===== src/rtl/alu_issue_unit.sv =====
// rtl/alu_issue_unit.sv - RV32I OP/OP-IMM issue unit: decode, register file, ALU drive, writeback
module alu_issue_unit #(
    parameter int XLEN     = 32,
    parameter int NUM_REGS = 32
) (
    input  logic            clk,
    input  logic            reset,
    input  logic            instr_valid,
    output logic            instr_ready,
    input  logic [31:0]     instr,
    output logic [XLEN-1:0] operand1,
    output logic [XLEN-1:0] operand2,
    output logic [3:0]      operation,
    input  logic [XLEN-1:0] alu_result,
    output logic            done,
    output logic            illegal,
    input  logic [4:0]      dbg_addr,
    output logic [XLEN-1:0] dbg_data
);

    localparam logic [1:0] IDLE      = 2'd0;
    localparam logic [1:0] DECODE    = 2'd1;
    localparam logic [1:0] EXECUTE   = 2'd2;
    localparam logic [1:0] WRITEBACK = 2'd3;

    localparam logic [6:0] OPC_OP     = 7'b0110011;
    localparam logic [6:0] OPC_OP_IMM = 7'b0010011;

    logic [1:0]      state;
    logic [31:0]     ir;
    logic            illegal_q;
    logic [XLEN-1:0] result_q;
    logic [XLEN-1:0] regs [NUM_REGS];

    logic [6:0]      opcode;
    logic [2:0]      funct3;
    logic [6:0]      funct7;
    logic [4:0]      rs1;
    logic [4:0]      rs2;
    logic [4:0]      rd;
    logic [XLEN-1:0] rs1_val;
    logic [XLEN-1:0] rs2_val;
    logic [XLEN-1:0] dec_op2;
    logic [3:0]      dec_op;
    logic            dec_illegal;

    assign opcode = ir[6:0];
    assign rd     = ir[11:7];
    assign funct3 = ir[14:12];
    assign rs1    = ir[19:15];
    assign rs2    = ir[24:20];
    assign funct7 = ir[31:25];

    // x0 is hardwired to zero on every read port
    assign rs1_val  = (rs1 == 5'd0) ? '0 : regs[rs1];
    assign rs2_val  = (rs2 == 5'd0) ? '0 : regs[rs2];
    assign dbg_data = (dbg_addr == 5'd0) ? '0 : regs[dbg_addr];

    assign instr_ready = (state == IDLE);
    assign done        = (state == WRITEBACK);
    assign illegal     = done & illegal_q;

    // Decode the latched word into ALU operand2/operation and a legality flag
    always_comb begin
        dec_op2     = rs2_val;
        dec_op      = {1'b0, funct3};
        dec_illegal = 1'b0;
        case (opcode)
            OPC_OP: begin
                dec_op = {ir[30], funct3};
                if (!(funct7 == 7'b0000000 ||
                      (funct7 == 7'b0100000 && (funct3 == 3'b000 || funct3 == 3'b101))))
                    dec_illegal = 1'b1;
            end
            OPC_OP_IMM: begin
                dec_op2 = {{(XLEN-12){ir[31]}}, ir[31:20]};
                case (funct3)
                    3'b001: begin
                        dec_op = 4'b0001;
                        if (funct7 != 7'b0000000)
                            dec_illegal = 1'b1;
                    end
                    3'b101: begin
                        dec_op = {ir[30], 3'b101};
                        if (funct7 != 7'b0000000 && funct7 != 7'b0100000)
                            dec_illegal = 1'b1;
                    end
                    // ADDI and the logical/compare immediates never take the bit-30 qualifier
                    default: dec_op = {1'b0, funct3};
                endcase
            end
            default: begin
                dec_op      = 4'b0000;
                dec_illegal = 1'b1;
            end
        endcase
    end

    // Sequencer: one state per cycle, accept only in IDLE
    always_ff @(posedge clk or posedge reset) begin
        if (reset) begin
            state <= IDLE;
        end else begin
            case (state)
                IDLE:      if (instr_valid) state <= DECODE;
                DECODE:    state <= EXECUTE;
                EXECUTE:   state <= WRITEBACK;
                default:   state <= IDLE;
            endcase
        end
    end

    // Capture the instruction word on the handshake
    always_ff @(posedge clk or posedge reset) begin
        if (reset)
            ir <= '0;
        else if (state == IDLE && instr_valid)
            ir <= instr;
    end

    // Register ALU inputs in DECODE so they stay stable through EXECUTE
    always_ff @(posedge clk or posedge reset) begin
        if (reset) begin
            operand1  <= '0;
            operand2  <= '0;
            operation <= '0;
            illegal_q <= 1'b0;
        end else if (state == DECODE) begin
            operand1  <= rs1_val;
            operand2  <= dec_op2;
            operation <= dec_op;
            illegal_q <= dec_illegal;
        end
    end

    // Sample the combinational ALU result at the end of EXECUTE
    always_ff @(posedge clk or posedge reset) begin
        if (reset)
            result_q <= '0;
        else if (state == EXECUTE)
            result_q <= alu_result;
    end

    // Register file: cleared on reset, written at the end of WRITEBACK
    always_ff @(posedge clk or posedge reset) begin
        if (reset) begin
            for (int i = 0; i < NUM_REGS; i++)
                regs[i] <= '0;
        end else if (state == WRITEBACK && !illegal_q && rd != 5'd0) begin
            regs[rd] <= result_q;
        end
    end

endmodule


===== config.mk =====
export PLATFORM = sky130hd
export DESIGN_NAME = alu_issue_unit
export DESIGN_NICKNAME = d
export VERILOG_FILES = /design/src/rtl/alu_issue_unit.sv
export SDC_FILE = /design/constraint.sdc
export NUM_CORES = 2
export LEC_CHECK = 0
export BUFFER_PORTS_ARGS = -buffer_cell sky130_fd_sc_hd__buf_2
export CORE_ASPECT_RATIO = 1.4
export CORE_UTILIZATION = 65
export CTS_BUF_LIST = sky130_fd_sc_hd__clkbuf_2 sky130_fd_sc_hd__clkbuf_4 sky130_fd_sc_hd__clkbuf_8
export CTS_CLUSTER_SIZE = 24
export DETAILED_ROUTE_END_ITERATION = 12
export GPL_ROUTABILITY_DRIVEN = 0
export GPL_TIMING_DRIVEN = 1
export HOLD_SLACK_MARGIN = 0.08
export PLACE_DENSITY_LB_ADDON = 0.3
export SYNTH_ARGS = -nofsm -noshare
export SYNTH_HDL_FRONTEND = slang
export SYNTH_SLANG_ARGS = --single-unit

===== constraint.sdc =====
create_clock -name clk -period 67.1 [get_ports clk]
set_input_delay 20.13 -clock clk [delete_from_list [all_inputs] [get_ports clk]]
set_output_delay 20.13 -clock clk [all_outputs]
set_load 0.05 [all_outputs]

==> run_results.csv <==
group,metric,value,unit
cts,cts_setup_buffers,0,
worst_setup_path,cp_data_arrival_time,23.76,ns
worst_setup_path,regToRegSetupSlack,62.31,ns
cts,insertion_delay,0.92,ns
final_layout,utilization,71.33,%
cts,cts_tree,"done",
cts,cts_resized,0,
yosys,ys.flop_type,"dfrtp_1",
route,routed_wl,206500,um
placement,port_buffers,174,
floorplan,die_area,104300,sq um
floorplan,initial_utilization,65.93,%
power,leakagePower,0.03244,uW
sta,timing.clock.skew,0.04587,ns
worst_setup_path,setup.worst_path.class,"input pin to output pin",
sta,timing_worst_slew_pin_value,1.350,ns
global_routing,antenna_found_initial,7,
final_layout,multiInputGateArea,35870,sq um
sta,max_clock_freq,0.02279,GHz
yosys,syn_inst,4228,
route,num_vias,44220,
yosys,yosysWarnings,0,
sta,slew_headroom,9.733,%
yosys,syn_area,66940,sq um
power,cellPowerDensity,31.17,nW/um^2
yosys,synth-edff-count,0,
yosys,synth_sequential_area_ratio,43.33,%
sta,setup_violations,0,
cts,root_buffer,"clkbuf_8",
final_layout,finish.net_count,4256,
sta,rsz0062_at_grt,"no",
final_layout,areaGrowthSynthToFinish,8.188,%
run,cap_violations,0,
worst_setup_path,endpoint_kind,"output pin",
route,firstDrtPassIters,6,
route,drt_iter0_drc,5931,
worst_setup_path,cp.required,46.97,ns
floorplan,die_h,381.7,um
global_routing,grt-ovfl-total,0,
floorplan,row_count,138,
sta,fin_crit_sh,65.41,%
global_routing,grt_pass1_vias,45510,
worst_setup_path,path_max_fanout,75,
floorplan,die_x,273.2,um
final_layout,drive_gt1_share,59.77,%
route,drtAntennaViolNets,0,
cts,cts_hold_buf,0,
min_path,hp-class,"flip-flop to flip-flop",
yosys,avgSynthCellArea,15.83,sq um
yosys,synthArstFlopShare,100.0,%
route,viasPerCell,7.822,
run_status,outcome,"finished, final reports clean",
cts,cts.htree.levels,4,
sta,slew_violations,0,
sta,min_period,43.89,ns
cts,cts-buffers-inserted,178,
yosys,ys_types,55,
sta,hold_viol,0,
cts,cts.sink_count,1159,
global_routing,grt_usage,40.97,%
final_layout,nFillCells,6482,
global_routing,grt_pass1_wl,306000,um
route,wire_per_inst,36.52,um
yosys,synth_fp_nets,4304,
floorplan,core_area,101500,sq um
global_routing,grt_max_degree,180,
final_layout,register_area,29030,sq um
route,drc,0,
sta,tns,0,ns
placement,hpwl,119400,um
floorplan,ioPinCount,175,
cts,cts_buffer_depth,3,
worst_setup_path,start_kind,"input pin",
cts,clk_pin_slew_worst_paths,0.06,ns
power,vdd_drop_max,0.07675,mV
yosys,synth_seq_cells,1159,
==> critical path, stage by stage <==
cell and delay [ns]:
buf_8 0.70, buf_4 0.90, mux4_2 0.60, mux4_2 0.49
nand2_1 0.09, o21ai_0 0.35, buf_2 0.36
==> placed cells by master (no fill, tap or decap), drive strengths merged, types with 4 or more instances in the layout <==
cell / synthesis / layout
clkinv: 1 / 23
mux2: 1060 / 1060
o221a: 18 / 18
o21ai: 39 / 39
a31oi: 4 / 4
ha: 4 / 4
a32oi: 18 / 18
mux4: 871 / 871
nand3: 13 / 13
o41ai: 5 / 5
dfrtp: 1159 / 1159
a22oi: 5 / 5
nand3b: 5 / 5
or2: 5 / 5
clkinvlp: 0 / 9
nor3: 10 / 10
o22ai: 49 / 49
nor2b: 42 / 42
clkbuf: 280 / 278
mux2i: 104 / 104
a221o: 34 / 34
nor2: 21 / 21
o32ai: 6 / 6
bufinv: 0 / 9
a21oi: 25 / 25
nand2: 120 / 120
inv: 43 / 45
nand4b: 4 / 4
a211oi: 26 / 26
and3: 10 / 10
nand2b: 7 / 7
buf: 214 / 266
==> metal layers <==
layer,part of all wire [%],vias up,track usage (%)
met4,7.0,8,24.66
met2,45,3162,59.32
met3,13,836,13.85
met5,0.032,-,0
met1,35,23450,54.02
li1,-,16760,-
==> final timing paths <==
kind | depth (start not counted) | start | endpoint
max in group asynchronous | 6 | reset | regs[664]
setup reg to reg | 6 | state[0] | regs[362]
setup / recovery | 7 | dbg_addr[0] | dbg_data[13]
hold reg to reg | 0 | regs[996] | regs[996]
min in group asynchronous | 2 | reset | regs[713]
hold / removal | 0 | regs[996] | regs[996]
==> where the power goes <==
group | internal, uW | switching (uW) | total [uW]
Clock | 368 | 293 | 661
Sequential | 747 | 184 | 931
Combinational | 270 | 396 | 665
==> state kept, by name, indices dropped and copies added, names as in the netlist <==
signal	count
operand2	32
ir	32
operation	4
illegal_q	1
state	2
operand1	32
result_q	32
regs	1024
==> Yosys cell counts, drive strengths merged (2+ instances only) <==
master / count / share of area [%]
a2111o: 2 / 0.034
a211oi: 26 / 0.29
a21oi: 25 / 0.19
a221o: 34 / 0.51
a22oi: 5 / 0.056
a31oi: 4 / 0.037
a32oi: 18 / 0.24
and2: 3 / 0.028
and3: 10 / 0.093
buf: 214 / 1.5
clkbuf: 280 / 1.6
dfrtp: 1159 / 43
ha: 4 / 0.075
inv: 43 / 0.24
mux2: 1060 / 18
mux2i: 104 / 1.6
mux4: 871 / 29
nand2: 120 / 0.67
nand2b: 7 / 0.065
nand3: 13 / 0.10
nand3b: 5 / 0.056
nand4b: 4 / 0.052
nor2: 21 / 0.12
nor2b: 42 / 0.39
nor3: 10 / 0.082
nor3b: 3 / 0.034
o21ai: 39 / 0.29
o221a: 18 / 0.30
o22ai: 49 / 0.46
o2bb2ai: 3 / 0.039
o32ai: 6 / 0.079
o41ai: 5 / 0.065
or2: 5 / 0.047
or4: 3 / 0.034
==> cell families (layout without fill, tap and decap cells) <==
group	count (synthesis)	after routing	share of synthesized area [%]
and+or+nand+nor	250	250	1.841
muxes	2035	2035	48.69
adders and majority gates	4	4	0.07477
buffers and inverters	538	630	3.366
other	0	3	0
DFF	1159	1159	43.33
AOI/OAI and AO/OA	242	242	2.703
==> per-stage QoR <==
step	area, sq um	cells	power, uW	hold slack [ns]	worst slack [ns]
after floorplan	66940	4228	1372	0.4413	14.33
after global placement	68420	5330	1583	0.3896	23.26
after detailed placement	68420	5330	1593	0.3856	23.24
after CTS	72420	5650	2248	0.4004	23.24
after global routing	72420	5652	2326	0.4108	23.02
final	72420	5653	2257	0.4025	23.21
==> layout make-up <==
type,instances,share of cell area (%)
antenna,3,0.01037
clock buffer,278,4.860
clock inverter,42,0.6513
inverter,44,0.2419
multi-input combinational,2531,49.53
sequential,1159,40.09
tap,1330,2.298
timing repair buffer,266,2.317
(Power assumes the default switching activity.)
